--- src/rtl/mux_n_in_skid_if.sv ---
// Handshake bundle for mux_n_in_skid.
// Upstream side : data_i (N_INPUTS packed operands), sel_i, valid_i, ready_o, flush_i.
// Downstream side: data_o, sel_err_o, valid_o, ready_i, err_cnt_o.
// slave modport is the block's view; master modport is the driver/sink view.
interface mux_n_in_skid_if #(
    parameter int NB_DATA   = 32,
    parameter int N_INPUTS  = 4,
    parameter int NB_SEL    = 2,
    parameter int NB_ERRCNT = 8
);
    logic [N_INPUTS*NB_DATA-1:0] data_i;
    logic [NB_SEL-1:0]           sel_i;
    logic                        valid_i;
    logic                        ready_o;
    logic                        flush_i;
    logic [NB_DATA-1:0]          data_o;
    logic                        sel_err_o;
    logic                        valid_o;
    logic                        ready_i;
    logic [NB_ERRCNT-1:0]        err_cnt_o;

    modport slave (
        input  data_i, sel_i, valid_i, flush_i, ready_i,
        output ready_o, data_o, sel_err_o, valid_o, err_cnt_o
    );

    modport master (
        output data_i, sel_i, valid_i, flush_i, ready_i,
        input  ready_o, data_o, sel_err_o, valid_o, err_cnt_o
    );
endinterface

--- src/rtl/mux_n_in_skid.sv ---
// N-input registered operand multiplexer with a 2-entry skid buffer.
// Ports:
//   clock_i : clock, all state on rising edge
//   reset_i : asynchronous active-low reset
//   bus     : mux_n_in_skid_if.slave
//             data_i/sel_i/valid_i/ready_o/flush_i  upstream side
//             data_o/sel_err_o/valid_o/ready_i      downstream side
//             err_cnt_o  saturating count of accepted out-of-range selects
// Selection is combinational; only the selected word is registered.
// Out-of-range selects fall back to operand DEFAULT_IDX and are flagged.
module mux_n_in_skid #(
    parameter int NB_DATA     = 32,
    parameter int N_INPUTS    = 4,
    parameter int NB_SEL      = 2,
    parameter int DEFAULT_IDX = 0,
    parameter int NB_ERRCNT   = 8
) (
    input  logic              clock_i,
    input  logic              reset_i,
    mux_n_in_skid_if.slave    bus
);

    typedef enum logic [1:0] {
        ST_EMPTY,
        ST_ONE,
        ST_TWO
    } state_t;

    state_t               state;
    logic [NB_DATA-1:0]   out_data;
    logic                 out_err;
    logic                 out_valid;
    logic [NB_DATA-1:0]   skid_data;
    logic                 skid_err;
    logic                 skid_valid;
    logic [NB_ERRCNT-1:0] err_cnt;

    logic [NB_DATA-1:0]   sel_data;
    logic                 sel_err;
    logic                 accept;
    logic                 consume;

    // Loop compare keeps the select width independent of N_INPUTS.
    always_comb begin
        sel_data = '0;
        sel_err  = 1'b1;
        for (int unsigned k = 0; k < N_INPUTS; k++) begin
            if (bus.sel_i == NB_SEL'(k)) begin
                sel_data = bus.data_i[k*NB_DATA +: NB_DATA];
                sel_err  = 1'b0;
            end
        end
        if (sel_err) begin
            sel_data = bus.data_i[DEFAULT_IDX*NB_DATA +: NB_DATA];
        end
    end

    // ready_o is !skid_valid, a register, so there is no path from ready_i.
    always_comb begin
        accept  = bus.valid_i && !skid_valid;
        consume = out_valid && bus.ready_i;
    end

    always_ff @(posedge clock_i or negedge reset_i) begin
        if (!reset_i) begin
            state      <= ST_EMPTY;
            out_data   <= '0;
            out_err    <= 1'b0;
            out_valid  <= 1'b0;
            skid_data  <= '0;
            skid_err   <= 1'b0;
            skid_valid <= 1'b0;
            err_cnt    <= '0;
        end else if (bus.flush_i) begin
            // out_data/out_err are left as-is; only the valid flags drop.
            state      <= ST_EMPTY;
            out_valid  <= 1'b0;
            skid_valid <= 1'b0;
        end else begin
            if (accept && sel_err && (err_cnt != '1)) begin
                err_cnt <= err_cnt + NB_ERRCNT'(1);
            end
            case (state)
                ST_EMPTY: begin
                    if (accept) begin
                        out_data  <= sel_data;
                        out_err   <= sel_err;
                        out_valid <= 1'b1;
                        state     <= ST_ONE;
                    end
                end
                ST_ONE: begin
                    if (accept && consume) begin
                        out_data <= sel_data;
                        out_err  <= sel_err;
                    end else if (accept) begin
                        skid_data  <= sel_data;
                        skid_err   <= sel_err;
                        skid_valid <= 1'b1;
                        state      <= ST_TWO;
                    end else if (consume) begin
                        out_valid <= 1'b0;
                        state     <= ST_EMPTY;
                    end
                end
                ST_TWO: begin
                    // accept cannot happen here: ready_o is low while SKID is full.
                    if (consume) begin
                        out_data   <= skid_data;
                        out_err    <= skid_err;
                        skid_valid <= 1'b0;
                        state      <= ST_ONE;
                    end
                end
                default: begin
                    state      <= ST_EMPTY;
                    out_valid  <= 1'b0;
                    skid_valid <= 1'b0;
                end
            endcase
        end
    end

    assign bus.data_o    = out_data;
    assign bus.sel_err_o = out_err;
    assign bus.valid_o   = out_valid;
    assign bus.ready_o   = !skid_valid;
    assign bus.err_cnt_o = err_cnt;

endmodule

--- src/flat_wrapper.sv ---
// flat-port wrapper written by rule: the top's interface ports become plain ports
module mux_n_in_skid_flat 
#(
    parameter int NB_DATA     = 32,
    parameter int N_INPUTS    = 4,
    parameter int NB_SEL      = 2,
    parameter int DEFAULT_IDX = 0,
    parameter int NB_ERRCNT   = 8
)
  (clock_i, reset_i, bus_data_i, bus_sel_i, bus_valid_i, bus_flush_i, bus_ready_i, bus_ready_o, bus_data_o, bus_sel_err_o, bus_valid_o, bus_err_cnt_o);
  mux_n_in_skid_if #(.NB_DATA(NB_DATA), .N_INPUTS(N_INPUTS), .NB_SEL(NB_SEL), .NB_ERRCNT(NB_ERRCNT)) bus_i ();
  input  logic clock_i;
  input  logic reset_i;
  input wire logic [$bits(bus_i.data_i)-1:0] bus_data_i;
  input wire logic [$bits(bus_i.sel_i)-1:0] bus_sel_i;
  input wire logic [$bits(bus_i.valid_i)-1:0] bus_valid_i;
  input wire logic [$bits(bus_i.flush_i)-1:0] bus_flush_i;
  input wire logic [$bits(bus_i.ready_i)-1:0] bus_ready_i;
  output wire logic [$bits(bus_i.ready_o)-1:0] bus_ready_o;
  output wire logic [$bits(bus_i.data_o)-1:0] bus_data_o;
  output wire logic [$bits(bus_i.sel_err_o)-1:0] bus_sel_err_o;
  output wire logic [$bits(bus_i.valid_o)-1:0] bus_valid_o;
  output wire logic [$bits(bus_i.err_cnt_o)-1:0] bus_err_cnt_o;
  assign bus_i.data_i = bus_data_i;
  assign bus_i.sel_i = bus_sel_i;
  assign bus_i.valid_i = bus_valid_i;
  assign bus_i.flush_i = bus_flush_i;
  assign bus_i.ready_i = bus_ready_i;
  assign bus_ready_o = bus_i.ready_o;
  assign bus_data_o = bus_i.data_o;
  assign bus_sel_err_o = bus_i.sel_err_o;
  assign bus_valid_o = bus_i.valid_o;
  assign bus_err_cnt_o = bus_i.err_cnt_o;
  mux_n_in_skid #(.NB_DATA(NB_DATA), .N_INPUTS(N_INPUTS), .NB_SEL(NB_SEL), .DEFAULT_IDX(DEFAULT_IDX), .NB_ERRCNT(NB_ERRCNT)) u_core (.clock_i(clock_i), .reset_i(reset_i), .bus(bus_i));
endmodule
--- config.mk ---
export PLATFORM = sky130hd
export DESIGN_NAME = mux_n_in_skid_flat
export DESIGN_NICKNAME = d
export VERILOG_FILES = /design/src/rtl/mux_n_in_skid_if.sv /design/src/rtl/mux_n_in_skid.sv /design/src/flat_wrapper.sv
export SDC_FILE = /design/constraint.sdc
export NUM_CORES = 1
export LEC_CHECK = 0
export CORE_MARGIN = 4
export CORE_UTILIZATION = 40
export CTS_CLUSTER_DIAMETER = 40
export DETAILED_ROUTE_END_ITERATION = 10
export GPL_TIMING_DRIVEN = 0
export PLACE_DENSITY_LB_ADDON = 0.3
export RECOVER_POWER = 50
export SYNTH_ARGS = -nofsm -noshare
export SYNTH_HDL_FRONTEND = slang
export SYNTH_SLANG_ARGS = --single-unit
--- constraint.sdc ---
create_clock -name clock_i -period 1.44 [get_ports clock_i]
set_input_delay 0.288 -clock clock_i [delete_from_list [all_inputs] [get_ports clock_i]]
set_output_delay 0.288 -clock clock_i [all_outputs]
set_load 0.005 [all_outputs]
==> qor.yml, run 1 <==
status: "finished, violations left"
violations: "negative setup slack"
setup_viol: 67
die-width_um: 114.9
crit_type: "flip-flop to flip-flop"
ant_nets: 0
synth_edf_count: 0
fillers: 923
drive_gt1_share_pct: 22.53
ys_seq_area_share_pct: 42.73
grt_max_degree: 41
leakagePower_nw: 3.251
start_util_pct: 41.41
synthToLayoutAreaGrowth_pct: 58.23
htree_levels: 3
syn-mean-instance-area_sq_um: 10.48
ys_types: 30
ctsRootBufferMaster: "clkbuf_16"
grt-busiest-layer: "met2"
synth_seq_cells: 78
numCtsBuffers: 9
p_comb_share_pct: 34.9
fin_ws_ns: -0.1556
path_clk_slew_ns: 0.06
maxCapViolations: 0
dieArea_sq_um: 13190
grt_use_met1_pct: 26.35
dr.pass1.iters: 4
skew_ns: 0.004143
clkSinkCount: 78
via_per_inst: 5.426
drt_iter0_markers: 183
num_io_pins: 178
min_period_over_period_pct: 110.8
met3_usage_pct: 5.632
core_sq_um: 11030
syn_inst: 436
switching_share_pct: 28.90
end_kind: "flip-flop"
via_count: 4276
drv_slew: 0
whs_ns: 0.4490
clock_power_share_pct: 26.9
fin_area_sq_um: 7228
yosysWarnings: 0
antenna_found_initial: 0
synth_top_area_cell: "dfrtp_1"
seq_power_share_pct: 38.2
clk_latency_ns: 0.34
place_hpwl_um: 10470
yosysMostFrequentCell: "dfrtp_1"
max_freq_mhz: 626.7
ys_top_cells_by_count: "78 x dfrtp_1, 65 x mux2i_1, 63 x mux2_2, 35 x a21oi_1, 34 x nor2_1"
grt_use_total_pct: 21.85
wirelength_um: 14830
rsz0062_at_grt: "yes"
num_rows: 38
numPortBuffers: 175
netlist.area_leader.share_pct: 42.73
p_sw_mw: 2.739
synthFlopType: "dfrtp_1"
cts_tree: "done"
start_kind: "flip-flop"
cp_max_fo: 10
grt-ovfl-total: 0
p_int_mw: 6.737
grt_pass1_vias: 4661
syn_area_sq_um: 4568
synthArstFlopShare_pct: 100.0
hold_path_class: "flip-flop to flip-flop"
antenna_cells: 0
die_h_um: 114.9
synth.net_count: 571
worst_pin_slew_ns: 0.9382
wl_per_cell_um: 18.82
nets: 778
min_period_ns: 1.596
power_density_nw_per_um2: 1311
met2_usage_pct: 38.04
slew-limit-headroom_pct: 37.46
cts_buffer_depth: 2
hold_violations: 0
dpl_cell_area_sq_um: 6550
grt_pass1_wl_um: 22860
crit_required_ns: 1.67
gp_congestion: 0.7530
total_power_mw: 9.476
synth.area.top_cells: "dfrtp_1 43%, mux2_2 16%, mux2i_1 14%, o221ai_1 5.9%, a21oi_1 3.8%"
cp.arrival_ns: 1.82
vdd_ir_drop_max_v: 0.0006922
drt_drc_violations_left: 0
fin_util_pct: 65.53
==> logic make-up after synthesis <==
group	share of synthesized area, %
AOI/OAI and AO/OA	11.53
buffers and inverters	7.286
DFF	42.73
muxes	30.02
and+or+nand+nor	8.436
==> cells in the final DEF (no fill, tap or decap), types with 3 or more instances in the layout <==
master,count
nor2_1,34
mux2_2,62
o221ai_1,31
clkbuf_1,14
mux2i_1,64
buf_4,14
dfrtp_1,76
nand2b_4,3
a21oi_1,34
dlygate4sd2_1,44
nand2_1,3
clkbuf_4,5
buf_12,5
clkbuf_2,4
clkbuf_16,12
nand3_1,32
buf_6,14
inv_1,32
clkbuf_8,3
clkdlybuf4s50_1,129
==> repair_timing <==
action,in CTS,in global routing
hold buffers,1,0
gates cloned,0,3
endpoints found under the setup margin,109,69
gates resized for setup,80,28
endpoints found under the hold margin,38,0
setup buffers,13,3
pin swaps,1,4
==> metal layers <==
| layer | vias up | part of all wire (%) |
|---|---|---|
| met5 | - | 0 |
| met4 | 0 | 1.4 |
| met3 | 20 | 8.7 |
| met2 | 171 | 49 |
| met1 | 2108 | 41 |
| li1 | 1977 | - |
==> power by group through the flow <==
stage               combinational [mW]  sequential [mW]  clock, mW
global placement                  3.19             3.59          0
CTS                               3.18             3.61       2.58
detailed placement                3.30             3.65          0
floorplan                         1.50             3.60          0
finish                            3.30             3.62       2.55
global route                      3.58             3.73       2.69
==> worst max-delay path, stage by stage, from the launching register on <==
cell	delay (ns)
dfrtp_2	0.46
nor3b_4	0.27
buf_6	0.15
nand3b_4	0.13
buf_8	0.18
mux2_4	0.29
==> metrics by stage <==
| step | TNS [ns] | worst slack [ns] | std cells |
|---|---|---|---|
| after CTS | -6.539 | -0.1631 | 782 |
| after floorplan | -1.684 | -0.05349 | 436 |
| after detailed placement | -41.56 | -0.7071 | 752 |
| final | -7.268 | -0.1556 | 788 |
| after global routing | -13.73 | -0.1831 | 788 |
| after global placement | -254.09 | -3.067 | 751 |
==> area by class of cell <==
cell class / instances / area (sq um) / share of cell area, %
Sequential cell: 78 / 1954 / 27.04
Timing Repair Buffer: 196 / 1939 / 26.83
Inverter: 33 / 123.9 / 1.714
Clock inverter: 3 / 65.06 / 0.9001
Clock buffer: 13 / 270.3 / 3.739
Tap cell: 140 / 175.2 / 2.423
Multi-Input combinational cell: 283 / 2361 / 32.66
Buffer: 42 / 339.1 / 4.691
==> sequential cells by signal, indices dropped and copies added (netlist names) <==
register,flops
u_core.bus.data_o,32
u_core.bus.sel_err_o,1
u_core.skid_data,32
u_core.bus.err_cnt_o,8
u_core.skid_err,1
u_core.skid_valid,1
u_core.bus.valid_o,1
u_core.state,2
==> worst paths after layout <==
kind	startpoint	to	slack, ns	cells after the start
worst max-delay path	u_core.state[1]	u_core.skid_data[31]	-0.16	5
worst min-delay path	u_core.bus.err_cnt_o[3]	u_core.bus.err_cnt_o[3]	0.45	1
worst max register to register	u_core.state[1]	u_core.skid_data[31]	-0.16	5
worst min register to register	u_core.bus.err_cnt_o[3]	u_core.bus.err_cnt_o[3]	0.45	1
max in group asynchronous	reset_i	u_core.state[0]	0.06	3
min in group asynchronous	reset_i	u_core.bus.data_o[7]	0.62	2
Note: power is estimated with default switching activity, not from simulation.
==> run 2: changes to the inputs <==
Settings changed: SKIP_CTS_REPAIR_TIMING set to 1.
==> qor.yml, run 2 (synthesis results as in run 1) <==
status: "finished, violations left"  # unchanged
violations: "negative setup slack"  # unchanged
setup_viol: 66  # was 67
wl_per_cell_um: 18.48  # was 18.82 um
reg2reg_slack_ns: -0.23  # was -0.16 ns
multiInputGateArea_sq_um: 2316  # was 2361 sq um
max_freq_mhz: 597.3  # was 626.7 MHz
drv_slew: 0  # unchanged
dieArea_sq_um: 13190  # unchanged
ant_nets: 0  # unchanged
wirelength_um: 14540  # was 14,830 um
crit_type: "flip-flop to flip-flop"  # unchanged
dp.cells: 752  # unchanged
maxCapViolations: 0  # unchanged
synthToLayoutAreaGrowth_pct: 58.94  # was 58.23%
vdd_ir_drop_max_v: 0.0006971  # was 0.0006922 V
total_power_mw: 9.523  # was 9.476 mW
place_hpwl_um: 10470  # unchanged
numPortBuffers: 175  # unchanged
cp_max_fo: 7  # was 10
mostFrequentLayoutCell: "clkdlybuf4s50_1"  # unchanged
min_period_over_period_pct: 116.3  # was 110.8%
antenna_cells: 0  # unchanged
drt_drc_violations_left: 0  # unchanged
hold_violations: 0  # unchanged
ctsRootBufferMaster: "clkbuf_16"  # unchanged
min_period_ns: 1.674  # was 1.596 ns
start_util_pct: 41.41  # unchanged
final_cell_mix: "131 x clkdlybuf4s50_1, 75 x dfrtp_1, 64 x mux2i_1, 62 x mux2_2, 42 x dlymetal6s2s_1"  # was 129 x clkdlybuf4s50_1, 76 x dfrtp_1, 64 x mux2i_1, 62 x mux2_2, 44 x dlygate4sd2_1
clkSinkCount: 78  # unchanged
path_clk_slew_ns: 0.06  # about the same
worst_pin_slew_ns: 0.9329  # was 0.9382 ns
antenna_found_initial: 0  # unchanged
via_count: 4219  # was 4,276
num_rows: 38  # unchanged
end_kind: "flip-flop"  # unchanged
whs_ns: 0.4508  # was 0.4490 ns
grt_pass1_wl_um: 22340  # was 22,860 um
drive_gt1_share_pct: 20.71  # was 22.53%
grt-ovfl-total: 0  # unchanged
dr.pass1.iters: 4  # unchanged
die-width_um: 114.9  # unchanged
crit_required_ns: 1.66  # was 1.67 ns
cts_buffer_depth: 2  # unchanged
cts_tree: "done"  # unchanged
cp.arrival_ns: 1.89  # was 1.82 ns
fin_ws_ns: -0.2341  # was -0.1556 ns
die_h_um: 114.9  # unchanged
clk_latency_ns: 0.34  # about the same
hold_path_class: "flip-flop to flip-flop"  # unchanged
start_kind: "flip-flop"  # unchanged
core_sq_um: 11030  # unchanged
htree_levels: 3  # unchanged
power_density_nw_per_um2: 1312  # was 1311 nW/um^2
via_per_inst: 5.361  # was 5.426
slew-limit-headroom_pct: 37.80  # was 37.46%
finalSetupTns_ns: -11.12  # was -7.268 ns
grt_max_degree: 41  # unchanged
fillers: 913  # was 923
grt_use_total_pct: 21.36  # was 21.85%
skew_ns: 0.004960  # was 0.004143 ns
drt_iter0_markers: 176  # was 183
seq_area_sq_um: 1956  # was 1954 sq um
fin_util_pct: 65.82  # was 65.53%
gp_congestion: 0.7530  # unchanged
num_io_pins: 178  # unchanged
rsz0062_at_grt: "yes"  # unchanged
grt_pass1_vias: 4545  # was 4,661
final_cells: 787  # was 788
nets: 777  # was 778
numCtsBuffers: 9  # unchanged
leakagePower_nw: 3.543  # was 3.251 nW
## run 2: layout make-up
cell class | instances | share of cell area [%]
Multi-Input combinational cell | 283 | 31.90
Timing Repair Buffer | 195 | 28.49
Sequential cell | 78 | 26.93
Buffer | 42 | 3.946
Clock buffer | 13 | 3.722
Tap cell | 140 | 2.413
Inverter | 33 | 1.706
Clock inverter | 3 | 0.8961
## run 2: report_power, final
part | internal, mW | switching [mW] | leakage [nW]
logic | 2.05 | 1.29 | 2.44
registers | 3.12 | 0.520 | 0.933
clock network | 1.66 | 0.887 | 0.166
## run 2: worst paths after layout
kind,from,endpoint,cells past startpoint
setup / recovery,u_core.state[1],u_core.bus.data_o[21],6
hold / removal,u_core.bus.err_cnt_o[3],u_core.bus.err_cnt_o[3],1
setup reg to reg,u_core.state[1],u_core.bus.data_o[21],6
hold reg to reg,u_core.bus.err_cnt_o[3],u_core.bus.err_cnt_o[3],1
max in group asynchronous,reset_i,u_core.state[0],3
min in group asynchronous,reset_i,u_core.bus.data_o[7],2
## run 2: worst max-delay path: stages (launching register included)
cell and delay (ns):
dfrtp_2 0.46, nor3b_4 0.24, nand2b_1 0.13, a21oi_4 0.20, buf_12 0.15, buf_6 0.09
mux2_4 0.28
## run 2: per-layer routing
layer	global-route usage, %	part of all wire [%]
met1	25.61	40
met2	37.58	49
met3	5.053	8.8
met4	7.199	1.5
met5	0	0
## run 2: per-stage QoR
step / instance area (sq um) / worst slack (ns)
final: 7261 / -0.2341
after global routing: 7261 / -0.2944
after CTS: 6885 / -0.4334
after detailed placement: 6550 / -0.7071
after global placement: 6533 / -3.067
after floorplan: 4606 / -0.05349
